[src/rtl/rf80386_pkg.sv]
// Shared rf80386 types: bus cycle type encoding and BIU arbiter state.
package rf80386_pkg;

  typedef enum logic [3:0] {
    CT_PASSIVE = 4'd0,
    CT_CODE    = 4'd1,
    CT_RDMEM   = 4'd2,
    CT_WRMEM   = 4'd3,
    CT_RDIO    = 4'd4,
    CT_WRIO    = 4'd5,
    CT_INTA    = 4'd6
  } e_cyc_type;

  typedef enum logic [1:0] {
    ArbIdle  = 2'd0,
    ArbFetch = 2'd1,
    ArbData  = 2'd2,
    ArbHold  = 2'd3
  } e_biu_arb_state;

  // Interrupt acknowledge overrides both direction and address space.
  function automatic e_cyc_type data_cyc_type(input logic we, input logic io, input logic inta);
    e_cyc_type ct;
    if (inta) begin
      ct = CT_INTA;
    end else if (io) begin
      ct = we ? CT_WRIO : CT_RDIO;
    end else begin
      ct = we ? CT_WRMEM : CT_RDMEM;
    end
    return ct;
  endfunction

endpackage

[src/rtl/rf80386_bus_timer.sv]
// Bus-cycle watchdog: counts enabled cycles since the last clear and flags expiry at Limit.
module rf80386_bus_timer #(
  parameter int unsigned Limit = 255
) (
  input  logic clk_i,
  input  logic rst_i,
  input  logic clear_i,
  input  logic enable_i,
  output logic expire_o
);

  localparam int unsigned Width = (Limit < 2) ? 1 : $clog2(Limit + 1);
  localparam logic [Width-1:0] LimitVal = Width'(Limit);

  logic [Width-1:0] count_q;

  // Count enabled cycles, saturating at the limit so expiry stays asserted.
  always_ff @(posedge clk_i) begin
    if (rst_i || clear_i) begin
      count_q <= '0;
    end else if (enable_i && (count_q != LimitVal)) begin
      count_q <= count_q + 1'b1;
    end
  end

  assign expire_o = (count_q == LimitVal);

endmodule

[src/rtl/rf80386_biu_arbiter.sv]
// Shares the Wishbone master port between instruction fetch and execution-unit data accesses.
module rf80386_biu_arbiter
  import rf80386_pkg::*;
#(
  parameter int unsigned AWID    = 32,
  parameter int unsigned STARVE  = 4,
  parameter int unsigned TIMEOUT = 255
) (
  input  logic            clk_i,
  input  logic            rst_i,
  input  logic            if_req_i,
  input  logic [AWID-1:0] if_adr_i,
  output logic            if_ack_o,
  output logic            if_err_o,
  output logic [31:0]     if_dat_o,
  input  logic            d_req_i,
  input  logic            d_we_i,
  input  logic            d_io_i,
  input  logic            d_inta_i,
  input  logic            d_lock_i,
  input  logic [3:0]      d_sel_i,
  input  logic [AWID-1:0] d_adr_i,
  input  logic [31:0]     d_dat_i,
  output logic            d_ack_o,
  output logic            d_err_o,
  output logic [31:0]     d_dat_o,
  output logic            cyc_o,
  output logic            stb_o,
  output logic            we_o,
  output logic            lock_o,
  output logic [3:0]      sel_o,
  output logic [AWID-1:0] adr_o,
  output logic [31:0]     dat_o,
  output logic [3:0]      cyc_type_o,
  input  logic [31:0]     dat_i,
  input  logic            ack_i,
  input  logic            err_i
);

  localparam logic [3:0] StarveMax = 4'(STARVE);

  e_biu_arb_state state_q, state_d;
  logic [3:0]     starve_q, starve_d;

  logic            cyc_q, cyc_d, stb_q, stb_d, we_q, we_d, lock_q, lock_d;
  logic [3:0]      sel_q, sel_d;
  logic [AWID-1:0] adr_q, adr_d;
  logic [31:0]     dat_q, dat_d;
  e_cyc_type       cyc_type_q, cyc_type_d;
  logic            if_ack_q, if_ack_d, if_err_q, if_err_d;
  logic            d_ack_q, d_ack_d, d_err_q, d_err_d;
  logic [31:0]     if_dat_q, if_dat_d, d_dat_q, d_dat_d;

  logic grant_f, grant_d, on_bus, done, bus_err, hold_next, expire;

  rf80386_bus_timer #(
    .Limit(TIMEOUT)
  ) u_timer (
    .clk_i   (clk_i),
    .rst_i   (rst_i),
    .clear_i (grant_f | grant_d),
    .enable_i(stb_q),
    .expire_o(expire)
  );

  // A slave response wins over a simultaneous timeout; err_i wins over ack_i.
  assign on_bus    = (state_q == ArbFetch) || (state_q == ArbData);
  assign done      = on_bus & (ack_i | err_i | expire);
  assign bus_err   = err_i | (expire & ~ack_i);
  assign hold_next = (state_q == ArbData) & lock_q & ~bus_err;

  // Grant decision: data has priority unless fetch has waited STARVE data grants.
  always_comb begin
    grant_f = 1'b0;
    grant_d = 1'b0;
    unique case (state_q)
      ArbIdle: begin
        grant_f = if_req_i & (~d_req_i | (starve_q == StarveMax));
        grant_d = d_req_i & ~grant_f;
      end
      ArbHold: grant_d = d_req_i;
      default: ;
    endcase
  end

  // Fetch fairness counter, only advanced by data grants made from idle.
  always_comb begin
    starve_d = starve_q;
    if (!if_req_i || grant_f) begin
      starve_d = '0;
    end else if (grant_d && (state_q == ArbIdle) && (starve_q != StarveMax)) begin
      starve_d = starve_q + 1'b1;
    end
  end

  // State register.
  always_ff @(posedge clk_i) begin
    if (rst_i) begin
      state_q  <= ArbIdle;
      starve_q <= '0;
    end else begin
      state_q  <= state_d;
      starve_q <= starve_d;
    end
  end

  // Next-state logic.
  always_comb begin
    state_d = state_q;
    unique case (state_q)
      ArbIdle: begin
        if (grant_f) begin
          state_d = ArbFetch;
        end else if (grant_d) begin
          state_d = ArbData;
        end
      end
      ArbFetch: if (done) state_d = ArbIdle;
      ArbData:  if (done) state_d = hold_next ? ArbHold : ArbIdle;
      ArbHold: begin
        if (d_req_i) begin
          state_d = ArbData;
        end else if (!d_lock_i) begin
          state_d = ArbIdle;
        end
      end
      default: state_d = ArbIdle;
    endcase
  end

  // Next values of the registered bus and requester outputs.
  always_comb begin
    cyc_d      = cyc_q;
    stb_d      = stb_q;
    we_d       = we_q;
    lock_d     = lock_q;
    sel_d      = sel_q;
    adr_d      = adr_q;
    dat_d      = dat_q;
    cyc_type_d = cyc_type_q;
    if_ack_d   = 1'b0;
    if_err_d   = 1'b0;
    d_ack_d    = 1'b0;
    d_err_d    = 1'b0;
    if_dat_d   = if_dat_q;
    d_dat_d    = d_dat_q;
    if (grant_f) begin
      cyc_d      = 1'b1;
      stb_d      = 1'b1;
      we_d       = 1'b0;
      lock_d     = 1'b0;
      sel_d      = 4'hF;
      adr_d      = if_adr_i;
      dat_d      = '0;
      cyc_type_d = CT_CODE;
    end else if (grant_d) begin
      cyc_d      = 1'b1;
      stb_d      = 1'b1;
      we_d       = d_we_i & ~d_inta_i;
      lock_d     = d_lock_i;
      sel_d      = d_sel_i;
      adr_d      = d_adr_i;
      dat_d      = d_dat_i;
      cyc_type_d = data_cyc_type(d_we_i, d_io_i, d_inta_i);
    end else if (done) begin
      stb_d      = 1'b0;
      cyc_d      = hold_next;
      lock_d     = hold_next;
      cyc_type_d = CT_PASSIVE;
      if (state_q == ArbFetch) begin
        if_ack_d = ~bus_err;
        if_err_d = bus_err;
        if (!bus_err) if_dat_d = dat_i;
      end else begin
        d_ack_d = ~bus_err;
        d_err_d = bus_err;
        if (!bus_err) d_dat_d = dat_i;
      end
    end else if ((state_q == ArbHold) && !d_lock_i) begin
      cyc_d  = 1'b0;
      lock_d = 1'b0;
    end
  end

  // Output registers.
  always_ff @(posedge clk_i) begin
    if (rst_i) begin
      cyc_q      <= 1'b0;
      stb_q      <= 1'b0;
      we_q       <= 1'b0;
      lock_q     <= 1'b0;
      sel_q      <= '0;
      adr_q      <= '0;
      dat_q      <= '0;
      cyc_type_q <= CT_PASSIVE;
      if_ack_q   <= 1'b0;
      if_err_q   <= 1'b0;
      d_ack_q    <= 1'b0;
      d_err_q    <= 1'b0;
      if_dat_q   <= '0;
      d_dat_q    <= '0;
    end else begin
      cyc_q      <= cyc_d;
      stb_q      <= stb_d;
      we_q       <= we_d;
      lock_q     <= lock_d;
      sel_q      <= sel_d;
      adr_q      <= adr_d;
      dat_q      <= dat_d;
      cyc_type_q <= cyc_type_d;
      if_ack_q   <= if_ack_d;
      if_err_q   <= if_err_d;
      d_ack_q    <= d_ack_d;
      d_err_q    <= d_err_d;
      if_dat_q   <= if_dat_d;
      d_dat_q    <= d_dat_d;
    end
  end

  assign cyc_o      = cyc_q;
  assign stb_o      = stb_q;
  assign we_o       = we_q;
  assign lock_o     = lock_q;
  assign sel_o      = sel_q;
  assign adr_o      = adr_q;
  assign dat_o      = dat_q;
  assign cyc_type_o = cyc_type_q;
  assign if_ack_o   = if_ack_q;
  assign if_err_o   = if_err_q;
  assign if_dat_o   = if_dat_q;
  assign d_ack_o    = d_ack_q;
  assign d_err_o    = d_err_q;
  assign d_dat_o    = d_dat_q;

endmodule

[config.mk]
export PLATFORM = sky130hd
export DESIGN_NAME = rf80386_biu_arbiter
export DESIGN_NICKNAME = d
export VERILOG_FILES = /design/src/rtl/rf80386_pkg.sv /design/src/rtl/rf80386_bus_timer.sv /design/src/rtl/rf80386_biu_arbiter.sv
export SDC_FILE = /design/constraint.sdc
export NUM_CORES = 1
export LEC_CHECK = 0
export BUFFER_PORTS_ARGS = -buffer_cell sky130_fd_sc_hd__buf_2
export CAP_MARGIN = 10
export CELL_PAD_IN_SITES_DETAIL_PLACEMENT = 1
export CELL_PAD_IN_SITES_GLOBAL_PLACEMENT = 2
export CORE_AREA = 5 5 164 166
export DETAILED_ROUTE_END_ITERATION = 12
export DIE_AREA = 0 0 169 171
export PLACE_DENSITY_LB_ADDON = 0.1
export SETUP_SLACK_MARGIN = 0.15
export SYNTH_ARGS = -nofsm -noshare
export SYNTH_HDL_FRONTEND = slang
export SYNTH_SLANG_ARGS = --single-unit
[constraint.sdc]
create_clock -name clk_i -period 2.5 [get_ports clk_i]
set_clock_uncertainty 0.15 [all_clocks]
set_input_delay 0.25 -clock clk_i [delete_from_list [all_inputs] [get_ports clk_i]]
set_output_delay 0.25 -clock clk_i [all_outputs]
set_load 0.01 [all_outputs]
======== Word level (Yosys, flattened, before mapping) ========
Index checks and enable logic that the tools add are counted.
word-level totals
  register bits after elaboration ......... 158
  latch bits .............................. 0
  memory bits (writable) .................. 0
  ROM bits ................................ 0
  input bits .............................. 142
  word-level logic and storage cells ...... 103
  memories kept ........................... 0
cells by class
  add/subtract/negate cells ............... 2
  multipliers ............................. 0
  divide/modulo/power cells ............... 0
  order comparisons ....................... 0
  eq/ne operators ......................... 11
  shift operators ......................... 0
  muxes and demuxes ....................... 29
  bitwise logic cells ..................... 21
  reduce and logical (&&, ||, !) cells .... 22
operator list
  kind                                            count
  two-way mux 32 bit                              2
  two-way mux 4 bit                               4
  two-way mux 2 bit                               7
  two-way mux 1 bit                               12
  AND reduction 5 bit                             2
  OR reduction 5 bit                              2
  inverter 1 bit                                  9
  adder 8 x 1 -> 8 bit (second input constant)    1
  == test 8 bit (second input constant)           1
  != test 8 bit (second input constant)           1
  one-hot mux 2 bit (4 select lines)              1
  AND 1 bit                                       7
  two-way mux 3 bit                               2
  != test 3 bit (second input constant)           2
  nonzero test 3 bit                              2
  OR 1 bit                                        5
  adder 4 x 1 -> 4 bit (second input constant)    1
  == test 2 bit (second input constant)           2
  == test 4 x 3 -> 1 bit (second input constant)  1
  logical AND 1 bit                               4
  != test 2 bit (second input constant)           2
  != test 4 x 3 -> 1 bit (second input constant)  1
  AND reduction 4 bit                             1
  nonzero test 2 bit                              2
  other kinds (7)                                 11

======== Depth between registers and ports, before layout ========
Gate-level depths: netlist of the first run.
  word-level depth ........................ 9
  mapped depth ............................ 9
  mapped depth without buffers ............ 6

======== By module ========
A second synthesis of the first run with hierarchy kept.
second synthesis, totals
  cells, all modules ...................... 746
  area, all modules ....................... 6452.4 um^2
modules (own cells, without submodules)
  module               instances  cells an instance  area each (um^2)  seq. area each (um^2)
  rf80386_biu_arbiter  1          697                6027.0            2982.9
  rf80386_bus_timer    1          49                 425.4             160.2

======== Worst setup path after synthesis of the first run ========
No wires, ideal clock.
  path type ............................... reg-to-reg
  start ................................... register state_q[0]
  end ..................................... register adr_q[0] (netlist: adr_o[0])
  setup time .............................. 0.088 ns
  data arrival time ....................... 1.734 ns
  required time ........................... 2.262 ns
  path slack .............................. 0.528 ns
  cell stages (with the launch flop) ...... 9
  buffers on the path ..................... 2
  clock period less this slack ............ 1.972 ns
  cell sequence ........................... dfxtp_1 -> inv_1 -> ha_1 -> and2b_4 -> o221a_1 -> buf_4 -> buf_6 -> nand2_1 -> a311oi_2
between the ends
  word-level cells in the longest chain between the ends .. 3
  elaborated cells between the ends (all ways) .. 6
  classes of those cells .................. eq/ne (1); mux (3); reduce/logical (2)
ends and longest elaborated chain
  item                                                                       RTL line                    text
  from (decl)                                                                rf80386_biu_arbiter.sv:42   e_biu_arb_state state_q, state_d;
  from (signal assigned)                                                     rf80386_biu_arbiter.sv:99   state_q <= ArbIdle;
  from (signal assigned)                                                     rf80386_biu_arbiter.sv:102  state_q <= state_d;
  == test 2 bit or logical NOT 2 bit (tied branches)                         rf80386_biu_arbiter.sv:76   unique case (state_q)
  one-hot mux 1 bit (2 select lines) or two-way mux 1 bit (tied branches)    rf80386_biu_arbiter.sv:76
  nonzero test 2 bit (no source line) or two-way mux 32 bit (tied branches)  -
  to (signal assigned)                                                       rf80386_biu_arbiter.sv:208  adr_q <= adr_d;
  to (decl)                                                                  rf80386_biu_arbiter.sv:47   logic [AWID-1:0] adr_q, adr_d;
Several ways; a longest one is shown, not always the timed one.
A chain may end at the register's enable or synchronous reset.

======== Worst setup path after layout of the first run ========
  start ................................... register starve_q[0]
  end ..................................... register d_dat_q[29] (netlist: d_dat_o[29])
between the ends
  word-level cells in the longest chain between the ends .. 8
  elaborated cells between the ends (all ways) .. 10
  classes of those cells .................. eq/ne (1); mux (2); bitwise (6); reduce/logical (1)
ends and longest elaborated chain
  item                                      RTL line                    text
  from (decl)                               rf80386_biu_arbiter.sv:43   logic [3:0] starve_q, starve_d;
  from (signal assigned)                    rf80386_biu_arbiter.sv:103  starve_q <= starve_d;
  == test 4 x 3 -> 1 bit (*)                rf80386_biu_arbiter.sv:78   grant_f = if_req_i & (~d_req_i | (starve_q == StarveMax));
  OR 1 bit (*)                              rf80386_biu_arbiter.sv:78
  AND 1 bit (*)                             rf80386_biu_arbiter.sv:78
  inverter 1 bit                            rf80386_biu_arbiter.sv:79   grant_d = d_req_i & ~grant_f;
  AND 1 bit                                 rf80386_biu_arbiter.sv:79
  one-hot mux 1 bit (2 select lines)        rf80386_biu_arbiter.sv:76
  inverter 1 bit (no source line)           -
  AND reduction 5 bit (no source line) (*)  -
  to (signal assigned)                      rf80386_biu_arbiter.sv:216  d_dat_q <= d_dat_d;
  to (decl)                                 rf80386_biu_arbiter.sv:52   logic [31:0] if_dat_q, if_dat_d, d_dat_q, d_dat_d;
Mark *: on every way between the ends. The rest lies on a longest branch, timed or not.

==> qor.yml, run 1 <==
run_status:
  status: "complete, no violations"
detailed_routing:
  first_iter_violations: 318
  vias: 6950
  firstDrtPassIters: 4
  drcViolationCount: 0
  drt-vias-per-instance: 4.699
  antenna_left: 0
  routed_wl_um: 25650
  wl_per_cell_um: 17.34
power_and_ir_drop:
  ir_worst_vdd_v: 0.0003301
  power_leakage_uw: 0.004588
  clockPowerShare_pct: 29.9
  total_power_uw: 8615
  internal_power_uw: 5463
  swShare_pct: 36.59
  p_switching_uw: 3152
  combPwrFrac_pct: 32.9
  power.density_mw_per_mm2: 851.7
  seq_power_share_pct: 37.2
floorplan:
  top_level_ports: 286
  die-width_um: 169
  initial_core_util_pct: 25.40
  row_count: 59
  core_sq_mm: 0.02547
  die_h_um: 171
  die_area_sq_mm: 0.02890
placed_design:
  place_area_sq_mm: 0.008288
  placement.io_buffers: 284
  dpl.hpwl_um: 17410
  gp_congestion: 0.7402
yosys:
  synthTopCellsByArea: "dfxtp_1 49%, nand2_1 11%, a31o_2 6.0%"
  syn-num-nets: 892
  synth_top_cell_area_share_pct: 48.58
  synth_sequential_area_ratio_pct: 48.58
  syn_inst: 743
  synth_seq_cells: 157
  yosysWarnings: 0
  ys.flop_type: "dfxtp_1"
  synth_top_cell_by_area: "dfxtp_1"
  syn_area_per_cell_sq_um: 8.708
  synth-edff-count: 0
  ys_types: 49
  synth_area_sq_mm: 0.006470
  synthArstFlopShare_pct: 0
sta:
  hold_viol_final: 0
  fin_crit_ns: 2.193
  timing.setup.tns_ns: 0
  worst_slew_pin_slew_ns: 0.5477
  period_share_pct: 87.71
  rsz0062_at_grt: "no"
  fmax_mhz: 456.1
  maxSlewViolCount: 0
  hold_slack_ns: 0.04345
  setup-violations-final: 0
  slew_headroom_pct: 63.49
clock_tree:
  cts_tree: "done"
  clock-sinks: 157
  post_cts_buffers: 0
  cts.reportedPaths.clkPinSlew_ns: 0.06
  htree_levels: 4
  cts.path.max_buffers: 2
  cts_buffers: 17
  clock-root-buffer: "clkbuf_16"
  insertion_delay_ns: 0.42
run:
  drv_cap: 0
setup_path:
  worstPathRequired_ns: 2.66
  endpoint_kind: "register"
  worst_setup_path_start_kind: "register"
  reg2reg_depth: 7
  crit_fanout: 33
  arrival_ns: 2.35
  worstSetupPathType: "reg -> reg"
global_routing:
  grt_pass1_vias: 7291
  grt_start_max_net_pins: 97
  antenna_found_initial: 4
  gr-total-overflow: 0
  grt.total_usage_pct: 17.21
  grt_first_pass_wirelength_um: 39960
worst_hold_path:
  hold_path.class: "in -> reg"
  worstHoldPathCells: 3
final_layout:
  final_cell_mix: "284 x buf_2, 191 x nand2_1, 157 x dfxtp_1"
  fin_util_pct: 39.72
  stdcell_area_sq_mm: 0.01011
  nets: 1279
  area_delta_synth_final_pct: 56.33
  final_common_cell: "buf_2"
  drive_gt1_share_pct: 35.00
-- state kept, by name, summed over array words and instances, names as in the netlist, 2 cells and up --
register,cells
d_dat_o,32
state_q,2
cyc_type_o,3
starve_q,4
u_timer.count_q,8
dat_o,32
if_dat_o,32
sel_o,4
adr_o,32
-- critical path, cell delays in order (launching register included) --
cell	delay, ns
dfxtp_1	0.39
inv_1	0.06
ha_1	0.23
nand3b_4	0.15
a21o_2	0.38
nand3_1	0.13
buf_4	0.27
a31o_2	0.29
-- power by group through the flow --
stage | registers, uW | logic [uW] | clock network [uW]
2_1_floorplan | 3440 | 1340 | 0
3_3_place_gp | 3260 | 2720 | 0
3_5_place_dp | 3270 | 2720 | 0
4_1_cts | 3210 | 2880 | 2680
5_1_grt | 3260 | 3140 | 2790
6_report | 3210 | 2830 | 2580
-- cells in the mapped netlist, types with 7 or more instances --
cell / number
mux2i_1: 24
ha_1: 7
clkbuf_1: 27
inv_1: 8
a31oi_1: 7
a31o_2: 44
dfxtp_1: 157
a21oi_1: 44
a311oi_1: 31
nor2_1: 51
nand3_1: 13
nand2_1: 191
nor4_1: 44
buf_2: 28
-- through the flow --
step | cells | setup WS [ns]
after global routing | 1478 | 0.1581
after floorplan | 743 | 0.5283
after CTS | 1478 | 0.1755
after detailed placement | 1323 | 0.1878
final | 1479 | 0.3073
after global placement | 1323 | 0.2150
-- worst paths after layout --
| path | start | end | slack [ns] |
|---|---|---|---|
| setup / recovery | starve_q[0]$_SDFFE_PP0P_ | d_dat_o[29]$_SDFFE_PP0P_ | 0.31 |
| hold / removal | d_io_i | cyc_type_o[2]$_SDFFE_PP0P_ | 0.04 |
| setup reg to reg | starve_q[0]$_SDFFE_PP0P_ | d_dat_o[29]$_SDFFE_PP0P_ | 0.31 |
| hold reg to reg | dat_o[30]$_SDFFE_PP0P_ | dat_o[30]$_SDFFE_PP0P_ | 0.30 |
-- final cells by class --
| cell class | count | area (sq um) |
|---|---|---|
| diodes | 1 | 2.502 |
| clock buffers | 18 | 439.2 |
| clock inverters | 14 | 142.6 |
| fillers | 3025 | 15350 |
| inverters | 9 | 33.78 |
| multi-input cells | 512 | 2987 |
| flip-flops and latches | 157 | 3143 |
| well taps | 335 | 419.2 |
| repair buffers | 433 | 2948 |
-- repair_timing --
action | 4_1_cts | 5_1_grt
hold buffers | 123 | 0
endpoints found under the hold margin | 91 | 0
resized for setup | 0 | 2
setup endpoints to repair | 0 | 58
-- cells by family after synthesis --
logic type               after synthesis  share of synthesized area, %
flip-flops                           157                         48.58
other                                  1                       0.05796
multiplexers                          24                         3.713
AO/OA/AOI/OAI                        146                         17.27
XOR/XNOR                               7                        0.9476
adder cells (fa/ha/maj)                7                         1.354
AND/OR/NAND/NOR                      327                         22.55
buffers and inverters                 74                         5.531
-- routing by layer --
layer | part of all wire, % | vias to the layer above | global-route usage, % | wire length, um
met2 | 46 | 206 | 28.31 | 11870
li1 | - | 3415 | - | -
met4 | 1.5 | 8 | 4.725 | 393
met1 | 44 | 3289 | 21.70 | 11340
met3 | 7.8 | 32 | 5.776 | 1999
met5 | 0.16 | - | 0 | 40
(Power assumes the default switching activity.)
==> run 2: changes to the inputs <==
- GPL_ROUTABILITY_DRIVEN: default -> 0
- clock period: 2.5 -> 2.14 ns (I/O delays scaled with it)
==> qor.yml, run 2 (same netlist as run 1, synthesis figures left out) <==
setup_path:
  worst_setup_path_start_kind: "register"
  arrival_ns: 2.19
  crit_fanout: 6
  rr_startpoint: "state_q[1]$_SDFFE_PP0P_"
  critPathSlowestCell: "dfxtp_2"
  cp_top_family: "compound AO/OA/AOI/OAI gates"
  slowest_delay_ns: 0.33
  path_cells: "inv_2 > ha_4 > and2b_4 > o221a_4 > clkbuf_16 > nand2_2 > a311oi_1"
  cp.depth: 7
  worstSetupPathType: "reg -> reg"
  worst-path-buf-inv: 2
  r2r_slack_ns: 0.13
  reg2reg_to: "adr_o[16]$_SDFFE_PP0P_"
  worstPathRequired_ns: 2.32
  endpoint_kind: "register"
  reg2reg_depth: 7
power_and_ir_drop:
  ir_worst_vdd_v: 0.0004416
  internal_power_uw: 7187
  combPwrFrac_pct: 36.9
  power.density_mw_per_mm2: 1022
  clockPowerShare_pct: 29.5
  p_switching_uw: 3953
  total_power_uw: 11140
  seq_power_share_pct: 33.6
  swShare_pct: 35.48
  power_leakage_uw: 0.004908
floorplan:
  initial_core_util_pct: 25.40
  core_sq_mm: 0.02547
  die_area_sq_mm: 0.02890
  row_count: 59
  top_level_ports: 286
  die-width_um: 169
  die_h_um: 171
sta:
  maxSlewViolCount: 0
  timing.setup.tns_ns: 0
  hold_viol_final: 0
  setup_slack_ns: 0.1336
  rsz0062_at_grt: "yes"
  fin_crit_ns: 2.006
  setup-violations-final: 0
  period_share_pct: 93.76
  slew_headroom_pct: 60.33
  fmax_mhz: 498.4
  worst_slew_pin_slew_ns: 0.5951
detailed_routing:
  vias: 7082
  first_iter_violations: 340
  routed_wl_um: 27500
  drt-vias-per-instance: 4.703
  wl_met3_um: 1923
  wl_met1_um: 12300
  top_layer_used: "met5"
  firstDrtPassIters: 4
  antenna_left: 0
  drcViolationCount: 0
  wl_met2_um: 12890
  wl_per_cell_um: 18.26
clock_tree:
  cts_buffers: 17
  cts.reportedPaths.clkPinSlew_ns: 0.07
  clock-root-buffer: "clkbuf_16"
  cts.path.max_buffers: 2
  htree_levels: 4
  insertion_delay_ns: 0.42
  clock-sinks: 157
  cts_tree: "done"
final_layout:
  final_common_cell: "buf_2"
  area_delta_synth_final_pct: 68.44
  drive_gt1_share_pct: 40.31
  diodes: 0
  final_cell_mix: "284 x buf_2, 185 x nand2_1, 155 x dfxtp_1"
  nets: 1308
placed_design:
  placement.io_buffers: 284
  dpl.hpwl_um: 17470
  post-place-ws_ns: 0.008211
worst_hold_path:
  hold_end: "adr_o[27]$_SDFFE_PP0P_"
  hp-start: "if_adr_i[27]"
  worstHoldPathCells: 3
  hold_path.class: "in -> reg"
global_routing:
  antenna_found_initial: 4
  grt_pass1_vias: 7175
  grt.total_usage_pct: 17.21
  gr-total-overflow: 0
  grt_first_pass_wirelength_um: 39930
  grt_start_max_net_pins: 59
run:
  drv_cap: 0
run_status:
  status: "complete, no violations"
## run 2: worst max path at each step
stage / start / endpoint / slack [ns]
floorplan: state_q[0]$_SDFFE_PP0P_ / adr_o[0]$_SDFFE_PP0P_ / 0.17
global placement: state_q[0]$_SDFFE_PP0P_ / adr_o[14]$_SDFFE_PP0P_ / 0.06
detailed placement: state_q[0]$_SDFFE_PP0P_ / adr_o[17]$_SDFFE_PP0P_ / 0.008
CTS: state_q[0]$_SDFFE_PP0P_ / adr_o[3]$_SDFFE_PP0P_ / 0.13
global route: state_q[1]$_SDFFE_PP0P_ / adr_o[6]$_SDFFE_PP0P_ / 0.04
finish: state_q[1]$_SDFFE_PP0P_ / adr_o[16]$_SDFFE_PP0P_ / 0.13
## run 2: per-stage QoR
step / instances / hold slack, ns / instance area [sq um] / utilization [%]
after global routing: 1506 / 0.01632 / 10900 / 42.79
after CTS: 1490 / 0.0006283 / 10370 / 40.72
after floorplan: 743 / 0.2000 / 6470 / -
after detailed placement: 1332 / 0.2955 / 8406 / 33.00
after global placement: 1332 / 0.2902 / 8406 / 33.00
final: 1506 / 0.01622 / 10900 / 42.79
## run 2: cell type report
type                       instances  area, sq um
clock buffer                      17        425.4
clock inverter                    14        195.2
fill                            2994        14570
inverter                           9        33.78
multi-input combinational        512         3243
sequential                       157         3146
tap                              335        419.2
timing repair buffer             462         3436
## run 2: timing repair
action / CTS / global route
hold buffers: 123 / 0
setup endpoints to repair: 139 / 134
cloned: 2 / 9
pin swaps: 0 / 8
resized for setup: 7 / 52
endpoints found under the hold margin: 93 / 0
buffers inserted: 2 / 7
## run 2: per-layer routing
layer / vias to the layer above / global-route usage [%]
li1: 3473 / -
met1: 3345 / 22.01
met2: 226 / 28.47
met3: 30 / 5.476
met4: 8 / 4.095
met5: - / 0
## run 2: power groups by stage
stage          registers, uW  logic (uW)  clock network [uW]
2_1_floorplan           4020        1570                   0
3_3_place_gp            3790        3320                   0
3_5_place_dp            3810        3330                   0
4_1_cts                 3750        3680                3390
5_1_grt                 3810        4460                3520
6_report                3750        4110                3280
## run 2: tightest hold or removal path: stages
cell	delay [ns]
buf_2	0.11
nor2_1	0.15
a311oi_1	0.06
==> run 3: changes to the inputs <==
- SYNTH_HIERARCHICAL: default -> 1
==> qor.yml, run 3 <==
final_layout:
  drive_gt1_share_pct: 35.43
  fin_cells: 1529
  area_delta_synth_final_pct: 68.55
  final_cell_mix: "285 x buf_2, 213 x nand2_1, 151 x dfxtp_1"
  nets: 1330
  diodes: 0
  final_common_cell: "buf_2"
floorplan:
  top_level_ports: 286
  die_area_sq_mm: 0.02890
  core_sq_mm: 0.02547
  die_h_um: 171
  row_count: 59
  die-width_um: 169
  initial_core_util_pct: 25.34
clock_tree:
  cts.reportedPaths.clkPinSlew_ns: 0.07
  cts_buffers: 17
  htree_levels: 4
  clock-sinks: 157
  clock-root-buffer: "clkbuf_16"
  cts.path.max_buffers: 2
  insertion_delay_ns: 0.42
  cts_tree: "done"
power_and_ir_drop:
  combPwrFrac_pct: 35.8
  seq_power_share_pct: 34.4
  total_power_uw: 10600
  power_leakage_uw: 0.004798
  power.density_mw_per_mm2: 974.5
  internal_power_uw: 6836
  clockPowerShare_pct: 29.8
  p_switching_uw: 3762
  ir_worst_vdd_v: 0.0004687
  swShare_pct: 35.49
global_routing:
  antenna_found_initial: 1
  grt_pass1_vias: 7343
  grt.total_usage_pct: 17.19
  grt_start_max_net_pins: 78
  grt_first_pass_wirelength_um: 40090
  gr-total-overflow: 0
setup_path:
  reg2reg_depth: 7
  critPathSlowestCell: "or3_4"
  arrival_ns: 2.21
  endpoint_kind: "register"
  worstPathRequired_ns: 2.31
  slowest_delay_ns: 0.40
  path_cells: "inv_4 > ha_4 > nand2_2 > or2_1 > or3_4 > clkbuf_16 > a31o_1"
  cp.depth: 7
  worst_setup_path_start_kind: "register"
  cp_top_family: "simple AND/OR/NAND/NOR gates"
  worstSetupPathType: "reg -> reg"
  crit_fanout: 8
  worst-path-buf-inv: 2
worst_hold_path:
  hold_path.class: "in -> reg"
  worstHoldPathCells: 3
sta:
  hold_viol_final: 0
  fin_crit_ns: 2.046
  timing.setup.tns_ns: 0
  rsz0062_at_grt: "yes"
  fmax_mhz: 488.7
  maxSlewViolCount: 0
  setup-violations-final: 0
  period_share_pct: 95.62
detailed_routing:
  wl_per_cell_um: 17.79
  first_iter_violations: 295
  drcViolationCount: 0
  antenna_left: 0
  vias: 7099
  firstDrtPassIters: 4
  drt-vias-per-instance: 4.643
  routed_wl_um: 27190
yosys:
  synthTopCellsByArea: "dfxtp_1 49%, nand2_1 13%, mux2i_1 5.6%"
  synth_seq_cells: 157
  synth_sequential_area_ratio_pct: 48.71
  synth_top_cell_area_share_pct: 48.71
  syn_inst: 746
  ys_types: 58
  yosysMostFrequentCell: "nand2_1"
  synth_area_sq_mm: 0.006452
  synthArstFlopShare_pct: 0
  syn-num-nets: 895
  ys.flop_type: "dfxtp_1"
  synthTopCellsByCount: "216 x nand2_1, 157 x dfxtp_1, 42 x nor2_1"
  synth_top_cell_by_area: "dfxtp_1"
  yosysWarnings: 6
  synth-edff-count: 0
  syn_area_per_cell_sq_um: 8.649
placed_design:
  dpl.hpwl_um: 17030
  placed_cells: 1332
  placement.io_buffers: 284
run_status:
  status: "complete, no violations"
run:
  drv_cap: 0
run 3: cell families after synthesis:
logic type,after synthesis,synth area share (%)
AND/OR/NAND/NOR,327,21.93
flip-flops,157,48.71
adder cells (fa/ha/maj),7,1.357
buffers and inverters,75,5.623
multiplexers,37,5.759
AO/OA/AOI/OAI,139,16.15
other,1,0.05812
XOR/XNOR,3,0.4073
run 3: worst min-delay path, cell delays in order:
cell	delay, ns
buf_2	0.14
nand3_1	0.19
nor2_1	0.07
run 3: worst paths after layout:
check	from	endpoint	slack, ns
worst min register to register	dat_o[15]$_SDFFE_PP0P_	dat_o[15]$_SDFFE_PP0P_	0.30
worst max register to register	state_q[1]$_SDFFE_PP0P_	d_dat_o[16]$_SDFFE_PP0P_	0.09
worst max-delay path	state_q[1]$_SDFFE_PP0P_	d_dat_o[16]$_SDFFE_PP0P_	0.09
worst min-delay path	if_req_i	starve_q[1]$_SDFFE_PP0P_	0.08
run 3: routing by layer:
metal / share of wire, % / GRT usage (%) / vias up
met4: 1.7 / 5.425 / 2
met1: 44 / 21.39 / 3371
li1: - / - / 3495
met3: 6.4 / 5.176 / 37
met5: 0.048 / 0 / -
met2: 48 / 28.73 / 194
run 3: layout make-up:
class / count / area (sq um)
Multi-Input combinational cell: 515 / 3179
Sequential cell: 157 / 3156
Timing Repair Buffer: 479 / 3470
Clock inverter: 14 / 176.4
Clock buffer: 18 / 429.2
Fill cell: 2989 / 14590
Inverter: 11 / 46.29
Tap cell: 335 / 419.2
run 3: power groups by stage:
| stage | clock network [uW] | logic (uW) | registers, uW |
|---|---|---|---|
| floorplan | 0 | 1580 | 3890 |
| global placement | 0 | 3020 | 3690 |
| detailed placement | 0 | 3030 | 3690 |
| CTS | 3280 | 3380 | 3630 |
| global route | 3390 | 4130 | 3700 |
| finish | 3160 | 3800 | 3640 |
run 3: what timing repair did:
action | 4_1_cts | 5_1_grt
hold buffers | 138 | 0
endpoints found under the setup margin | 119 | 132
endpoints found under the hold margin | 108 | 0
setup buffers | 2 | 17
gates resized for setup | 13 | 41
pin swaps | 0 | 9
cloned | 3 | 5
run 3: per-stage QoR:
| stage | setup WS, ns | area [sq um] | hold WS [ns] | utilization [%] |
|---|---|---|---|---|
| CTS | 0.09701 | 10450 | 0.05735 | 41.02 |
| global placement | 0.06466 | 8323 | 0.2909 | 32.68 |
| finish | 0.09373 | 10880 | 0.08412 | 42.70 |
| floorplan | 0.09673 | 6496 | 0.1408 | - |
| global route | 0.03733 | 10880 | 0.09175 | 42.70 |
| detailed placement | 0.008614 | 8323 | 0.2952 | 32.68 |
